===== src/rtl/telecom_rx_pkg.sv =====
// rtl/telecom_rx_pkg.sv - shared defaults, types and helpers for the rx bit recovery front-end
package telecom_rx_pkg;

    localparam int OVS_DEFAULT         = 8;
    localparam int LOCK_EDGES_DEFAULT  = 4;
    localparam int LOS_CYCLES_DEFAULT  = 64;
    localparam int SYNC_STAGES_DEFAULT = 2;

    typedef logic [15:0] edge_cnt_t;

    function automatic logic maj3(input logic [2:0] v);
        return (v[0] & v[1]) | (v[0] & v[2]) | (v[1] & v[2]);
    endfunction

endpackage


===== src/rtl/rx_bit_recovery_if.sv =====
// rtl/rx_bit_recovery_if.sv - line pair in, recovered bit stream and status out
interface rx_bit_recovery_if;
    import telecom_rx_pkg::*;

    logic      rxp_n;
    logic      rxn_n;
    logic      bit_out;
    logic      bit_valid;
    logic      locked;
    logic      sig_lost;
    edge_cnt_t edge_cnt;

    // slave: the recovery block; master: whatever drives the line and consumes bits
    modport slave (
        input  rxp_n,
        input  rxn_n,
        output bit_out,
        output bit_valid,
        output locked,
        output sig_lost,
        output edge_cnt
    );

    modport master (
        output rxp_n,
        output rxn_n,
        input  bit_out,
        input  bit_valid,
        input  locked,
        input  sig_lost,
        input  edge_cnt
    );

endinterface


===== src/rtl/sync_ff.sv =====
// rtl/sync_ff.sv - STAGES-deep single-bit synchroniser, async active-high reset
module sync_ff #(
    parameter int STAGES = 2
) (
    input  logic clk_i,
    input  logic rst_i,
    input  logic d_i,
    output logic q_o
);

    logic [STAGES-1:0] sr_q;

    always_ff @(posedge clk_i or posedge rst_i) begin
        if (rst_i) begin
            sr_q <= '0;
        end else begin
            sr_q <= {sr_q[STAGES-2:0], d_i};
        end
    end

    assign q_o = sr_q[STAGES-1];

endmodule


===== src/rtl/rx_bit_recovery.sv =====
// rtl/rx_bit_recovery.sv - oversampled bit recovery with edge realignment, lock and LOS
module rx_bit_recovery
    import telecom_rx_pkg::*;
#(
    parameter int OVERSAMPLE  = OVS_DEFAULT,
    parameter int LOCK_EDGES  = LOCK_EDGES_DEFAULT,
    parameter int LOS_CYCLES  = LOS_CYCLES_DEFAULT,
    parameter int SYNC_STAGES = SYNC_STAGES_DEFAULT
) (
    input logic              CLK,
    input logic              RST,
    rx_bit_recovery_if.slave rx
);

    localparam int PH_W   = $clog2(OVERSAMPLE);
    localparam int GOOD_W = $clog2(LOCK_EDGES + 1);
    localparam int INV_W  = $clog2(LOS_CYCLES + 1);

    typedef logic [PH_W-1:0]   ph_t;
    typedef logic [GOOD_W-1:0] good_t;
    typedef logic [INV_W-1:0]  inv_t;

    localparam ph_t   PH_LAST  = ph_t'(OVERSAMPLE - 1);
    localparam ph_t   PH_HALF  = ph_t'(OVERSAMPLE / 2);
    localparam good_t GOOD_MAX = good_t'(LOCK_EDGES);
    localparam inv_t  INV_MAX  = inv_t'(LOS_CYCLES);

    logic p_s;
    logic n_s;

    sync_ff #(.STAGES(SYNC_STAGES)) u_sync_p (
        .clk_i (CLK),
        .rst_i (RST),
        .d_i   (rx.rxp_n),
        .q_o   (p_s)
    );

    sync_ff #(.STAGES(SYNC_STAGES)) u_sync_n (
        .clk_i (CLK),
        .rst_i (RST),
        .d_i   (rx.rxn_n),
        .q_o   (n_s)
    );

    logic      dec_q,    dec_d;
    logic      lvl_q;
    ph_t       ph_q,     ph_d;
    logic [2:0] hist_q,  hist_d;
    good_t     good_q,   good_d;
    inv_t      inv_q,    inv_d;
    logic      locked_q, locked_d;
    logic      lost_q,   lost_d;
    logic      bv_q,     bv_d;
    logic      bo_q,     bo_d;
    edge_cnt_t ecnt_q,   ecnt_d;

    logic pair_valid;
    logic edge_det;
    logic sample;
    logic good_edge;

    // Legs are inverted: p_s=0/n_s=1 is a line 1; equal legs carry no information
    assign pair_valid = p_s ^ n_s;
    assign dec_d      = pair_valid ? ~p_s : dec_q;
    assign edge_det   = dec_q ^ lvl_q;
    assign sample     = (ph_q == PH_HALF) && !edge_det;
    assign good_edge  = (ph_q == PH_LAST) || (ph_q == '0) || (ph_q == ph_t'(1));
    assign hist_d     = {hist_q[1:0], dec_q};

    always_comb begin
        ph_d = ph_q;
        if (edge_det) begin
            ph_d = ph_t'(1);
        end else if (ph_q == PH_LAST) begin
            ph_d = '0;
        end else begin
            ph_d = ph_q + ph_t'(1);
        end
    end

    always_comb begin
        inv_d = inv_q;
        if (pair_valid) begin
            inv_d = '0;
        end else if (inv_q != INV_MAX) begin
            inv_d = inv_q + inv_t'(1);
        end
    end

    assign lost_d = (inv_d == INV_MAX);

    // LOS wins over edge bookkeeping so a coincident bad edge and LOS both leave lock at 0
    always_comb begin
        good_d = good_q;
        if (lost_d) begin
            good_d = '0;
        end else if (edge_det) begin
            if (!good_edge) begin
                good_d = '0;
            end else if (good_q != GOOD_MAX) begin
                good_d = good_q + good_t'(1);
            end
        end
    end

    assign locked_d = (good_d == GOOD_MAX) && !lost_d;
    assign bv_d     = sample && !lost_q;
    assign bo_d     = sample ? maj3(hist_q) : bo_q;
    assign ecnt_d   = ecnt_q + edge_cnt_t'(edge_det);

    always_ff @(posedge CLK or posedge RST) begin
        if (RST) begin
            dec_q    <= 1'b0;
            lvl_q    <= 1'b0;
            ph_q     <= '0;
            hist_q   <= '0;
            good_q   <= '0;
            inv_q    <= '0;
            locked_q <= 1'b0;
            lost_q   <= 1'b0;
            bv_q     <= 1'b0;
            bo_q     <= 1'b0;
            ecnt_q   <= '0;
        end else begin
            dec_q    <= dec_d;
            lvl_q    <= dec_q;
            ph_q     <= ph_d;
            hist_q   <= hist_d;
            good_q   <= good_d;
            inv_q    <= inv_d;
            locked_q <= locked_d;
            lost_q   <= lost_d;
            bv_q     <= bv_d;
            bo_q     <= bo_d;
            ecnt_q   <= ecnt_d;
        end
    end

    assign rx.bit_out   = bo_q;
    assign rx.bit_valid = bv_q;
    assign rx.locked    = locked_q;
    assign rx.sig_lost  = lost_q;
    assign rx.edge_cnt  = ecnt_q;

endmodule


===== src/flat_wrapper.sv =====
// flat-port wrapper written by rule: the top's interface ports become plain ports
module rx_bit_recovery_flat import telecom_rx_pkg::*;
#(
    parameter int OVERSAMPLE  = OVS_DEFAULT,
    parameter int LOCK_EDGES  = LOCK_EDGES_DEFAULT,
    parameter int LOS_CYCLES  = LOS_CYCLES_DEFAULT,
    parameter int SYNC_STAGES = SYNC_STAGES_DEFAULT
)
  (CLK, RST, rx_rxp_n, rx_rxn_n, rx_bit_out, rx_bit_valid, rx_locked, rx_sig_lost, rx_edge_cnt);
  rx_bit_recovery_if rx_i ();
  input logic CLK;
  input logic RST;
  input wire logic [$bits(rx_i.rxp_n)-1:0] rx_rxp_n;
  input wire logic [$bits(rx_i.rxn_n)-1:0] rx_rxn_n;
  output wire logic [$bits(rx_i.bit_out)-1:0] rx_bit_out;
  output wire logic [$bits(rx_i.bit_valid)-1:0] rx_bit_valid;
  output wire logic [$bits(rx_i.locked)-1:0] rx_locked;
  output wire logic [$bits(rx_i.sig_lost)-1:0] rx_sig_lost;
  output wire logic [$bits(rx_i.edge_cnt)-1:0] rx_edge_cnt;
  assign rx_i.rxp_n = rx_rxp_n;
  assign rx_i.rxn_n = rx_rxn_n;
  assign rx_bit_out = rx_i.bit_out;
  assign rx_bit_valid = rx_i.bit_valid;
  assign rx_locked = rx_i.locked;
  assign rx_sig_lost = rx_i.sig_lost;
  assign rx_edge_cnt = rx_i.edge_cnt;
  rx_bit_recovery #(.OVERSAMPLE(OVERSAMPLE), .LOCK_EDGES(LOCK_EDGES), .LOS_CYCLES(LOS_CYCLES), .SYNC_STAGES(SYNC_STAGES)) u_core (.CLK(CLK), .RST(RST), .rx(rx_i));
endmodule

===== config.mk =====
export PLATFORM = sky130hd
export DESIGN_NAME = rx_bit_recovery_flat
export DESIGN_NICKNAME = d
export VERILOG_FILES = /design/src/rtl/telecom_rx_pkg.sv /design/src/rtl/rx_bit_recovery_if.sv /design/src/rtl/sync_ff.sv /design/src/rtl/rx_bit_recovery.sv /design/src/flat_wrapper.sv
export SDC_FILE = /design/constraint.sdc
export NUM_CORES = 1
export LEC_CHECK = 0
export BUFFER_PORTS_ARGS = -buffer_cell sky130_fd_sc_hd__buf_4
export CAP_MARGIN = 20
export CORE_ASPECT_RATIO = 1.5
export CORE_MARGIN = 2
export CORE_UTILIZATION = 51
export DETAILED_ROUTE_END_ITERATION = 8
export HOLD_SLACK_MARGIN = 0.08
export PLACE_DENSITY = 0.75
export SYNTH_ARGS = -nofsm -noshare
export SYNTH_HDL_FRONTEND = slang
export SYNTH_SLANG_ARGS = --single-unit

===== constraint.sdc =====
create_clock -name CLK -period 2.3 [get_ports CLK]
set_input_delay 0.23 -clock CLK [delete_from_list [all_inputs] [get_ports CLK]]
set_output_delay 0.23 -clock CLK [all_outputs]
set_load 0.05 [all_outputs]

==> flow_summary.ini <==
[timing]
finalWorstPathRequiredPeriod_ns = 2.16
skew_ns = 0.00467
maxSlewViolCount = 0
rsz0062_at_grt = no
hold_violations = 0
max-slew-margin-rel = 0.678
fmax_ghz = 0.463
period_share = 0.938
final.setup.worst_slack_ns = 0.142
whs_ns = 0.355
fin_setup_tns_ns = 0
tightest_slew_ns = 0.483
finalSetupViolations = 0

[detailed_routing]
drc_errors = 0
vias = 1307
routed_wl_um = 3400
drt-pass1-iter-count = 4
first_iter_violations = 26
wl_per_cell_um = 14.1
ant_nets = 0
vias_per_cell = 5.42

[setup_path]
path_cells = or3_4 -> or3_4 -> mux2_4 -> nor4b_4 -> buf_4 -> nor3_1
arrival_ns = 2.34
cpMostUsedCell = or3_4
cpMaxStageDelayCell = or3_4
worstPathRequired_ns = 2.48
end_kind = register
critPathKind = reg -> reg
cp_top_family = simple AND/OR/NAND/NOR gates
startpoint_type = register
critPathBufInv = 1
cp_max_fo = 4
max_stage_delay_ns = 0.41

[hold_path]
hp-class = reg -> reg

[flow_run]
drv_cap = 0

[clocking]
numCtsBuffers = 5
cts.sinks = 41
root_buffer = clkbuf_8
cts_tree = done
postCtsResizedCells = 0
clock_path_buffers = 2
clkLatencyLatePin_ns = 0.29
clkTransAtPathRegs_ns = 0.08
htreeDepth = 2
postCtsSetupBuffers = 0

[finish]
area_delta_synth_final_pct = 21.1
nets = 212
layout_common_cells = 41 x dfrtp_1, 31 x buf_4, 16 x xnor2_1, 16 x nor2_1, 11 x nand3_1
antennaDiodeCount = 0
mostFrequentLayoutCell = dfrtp_1
drive_above_1_share = 0.226
finalCoreUtilization = 0.650

[global_routing]
grt_pass1_vias = 1359
grt_usage = 0.203
grt_pass1_wl_um = 6130
grt_max_degree = 42
grt_antenna_before_repair = 0
gr-total-overflow = 0

[floorplanning]
start_util = 0.537
core_sq_um = 3450
die_y_um = 77.8
dieArea_sq_um = 4140
rows = 26
io_pins = 24
die_w_um = 53.2

[yosys]
ys_seq_area_frac = 0.554
postSynthCellCount = 160
synthDistinctLibCells = 34
async_flop_share = 1.00
ys.flop_type = dfrtp_1
syn-cell-area_sq_um = 1850
ys_ff_latch = 41
avgSynthCellArea_sq_um = 11.6
syn_nets = 174
synth_edf_count = 0
synth_warnings = 0

[place]
gp_congestion = 0.924
port_buffers = 23
hpwl_um = 2540
dpl_worst_slack_ns = 0.162

[pwr]
leakagePower_uw = 0.00109
p_total_uw = 2260
p_per_area_nw_per_um2 = 1010
p_int_uw = 1380
power.switching_uw = 883
clockPowerShare = 0.218
share_comb_of_total_power = 0.344
seq_power_share = 0.438
peakVddDrop_mv = 1.10
p_sw_frac = 0.391

[status]
status = finished clean
-- through the flow --
step                cell area (sq um)  instances
CTS                              2240        241
floorplan                        1850        160
detailed placement               2120        230
global route                     2240        241
finish                           2240        241
global placement                 2120        230
-- cell type report --
cell class                      count  area (sq um)
Fill cell                         308          1210
Sequential cell                    41          1030
Multi-Input combinational cell    107           771
Timing Repair Buffer               34           263
Clock buffer                        6          82.6
Tap cell                           42          52.6
Inverter                            9          33.8
Clock inverter                      2          13.8
-- cells by family (layout without fill, tap and decap cells) --
kind of cell	after synthesis	after routing	synth area share
flops	41	41	0.554
xor+xnor	23	23	0.109
mux	1	1	0.00811
simple gates	56	56	0.166
buf+inv	12	51	0.0297
fa+ha+maj	11	11	0.0730
compound gates	16	16	0.0601
-- synth_stat cells (all sizes together) (2+ instances only) --
library cell | number | area (sq um)
o21ai | 2 | 10.0
a31oi | 3 | 18.8
or3 | 2 | 22.5
xor2 | 7 | 61.3
and3 | 2 | 12.5
dfrtp | 41 | 1030
nand4 | 5 | 31.3
and2 | 3 | 20.0
a21oi | 3 | 15.0
nand2 | 9 | 33.8
nand3 | 11 | 55.1
nor2 | 16 | 60.1
ha | 10 | 125
nor3 | 2 | 10.0
clkbuf | 2 | 10.0
inv | 9 | 33.8
xnor2 | 16 | 140
o31ai | 2 | 15.0
-- routing by layer --
| layer | routed length (um) | track usage | vias to the layer above | share of wire |
|---|---|---|---|---|
| met4 | 78 | 0.0923 | 0 | 0.023 |
| met5 | 0 | 0 | - | 0 |
| met1 | 1330 | 0.234 | 651 | 0.39 |
| li1 | - | - | 621 | - |
| met3 | 125 | 0.0577 | 8 | 0.037 |
| met2 | 1870 | 0.338 | 27 | 0.55 |
-- worst reg2reg max path, stage by stage (launching register included) --
cell and delay [ns]:
dfrtp_1 0.39, or3_4 0.41, or3_4 0.41, mux2_4 0.33, nor4b_4 0.29, buf_4 0.17
nor3_1 0.05
-- power by group through the flow --
stage	logic, uW	clock network (uW)	registers (uW)
after floorplan	328	0	1210
after global placement	753	0	988
after detailed placement	778	0	1000
after CTS	786	504	989
after global routing	852	540	1010
final	779	493	989
-- registers in the layout (all words and copies together) (netlist names) --
name,cells
u_core.dec_q,1
u_core.good_q,3
u_core.hist_q,3
u_core.inv_q,7
u_core.ph_q,3
u_core.rx.bit_out,1
u_core.rx.bit_valid,1
u_core.rx.edge_cnt,16
u_core.rx.locked,1
u_core.rx.sig_lost,1
u_core.u_sync_n.sr_q,2
u_core.u_sync_p.sr_q,2
-- timing repair --
item	4_1_cts	5_1_grt
endpoints found under the setup margin	0	0
endpoints found under the hold margin	43	0
hold buffers	3	0
-- path summary, 6_finish.rpt --
kind                                         start                      end  slack (ns)  cells past startpoint
setup / recovery                   u_core.inv_q[2]         u_core.good_q[2]        0.14                      6
max in group asynchronous                      RST         u_core.hist_q[1]        1.37                      4
hold / removal             u_core.u_sync_n.sr_q[0]  u_core.u_sync_n.sr_q[1]        0.35                      0
hold reg to reg            u_core.u_sync_n.sr_q[0]  u_core.u_sync_n.sr_q[1]        0.35                      0
setup reg to reg                   u_core.inv_q[2]         u_core.good_q[2]        0.14                      6
min in group asynchronous                      RST  u_core.u_sync_n.sr_q[0]        0.60                      4
Power figures use the tool's default switching activity.
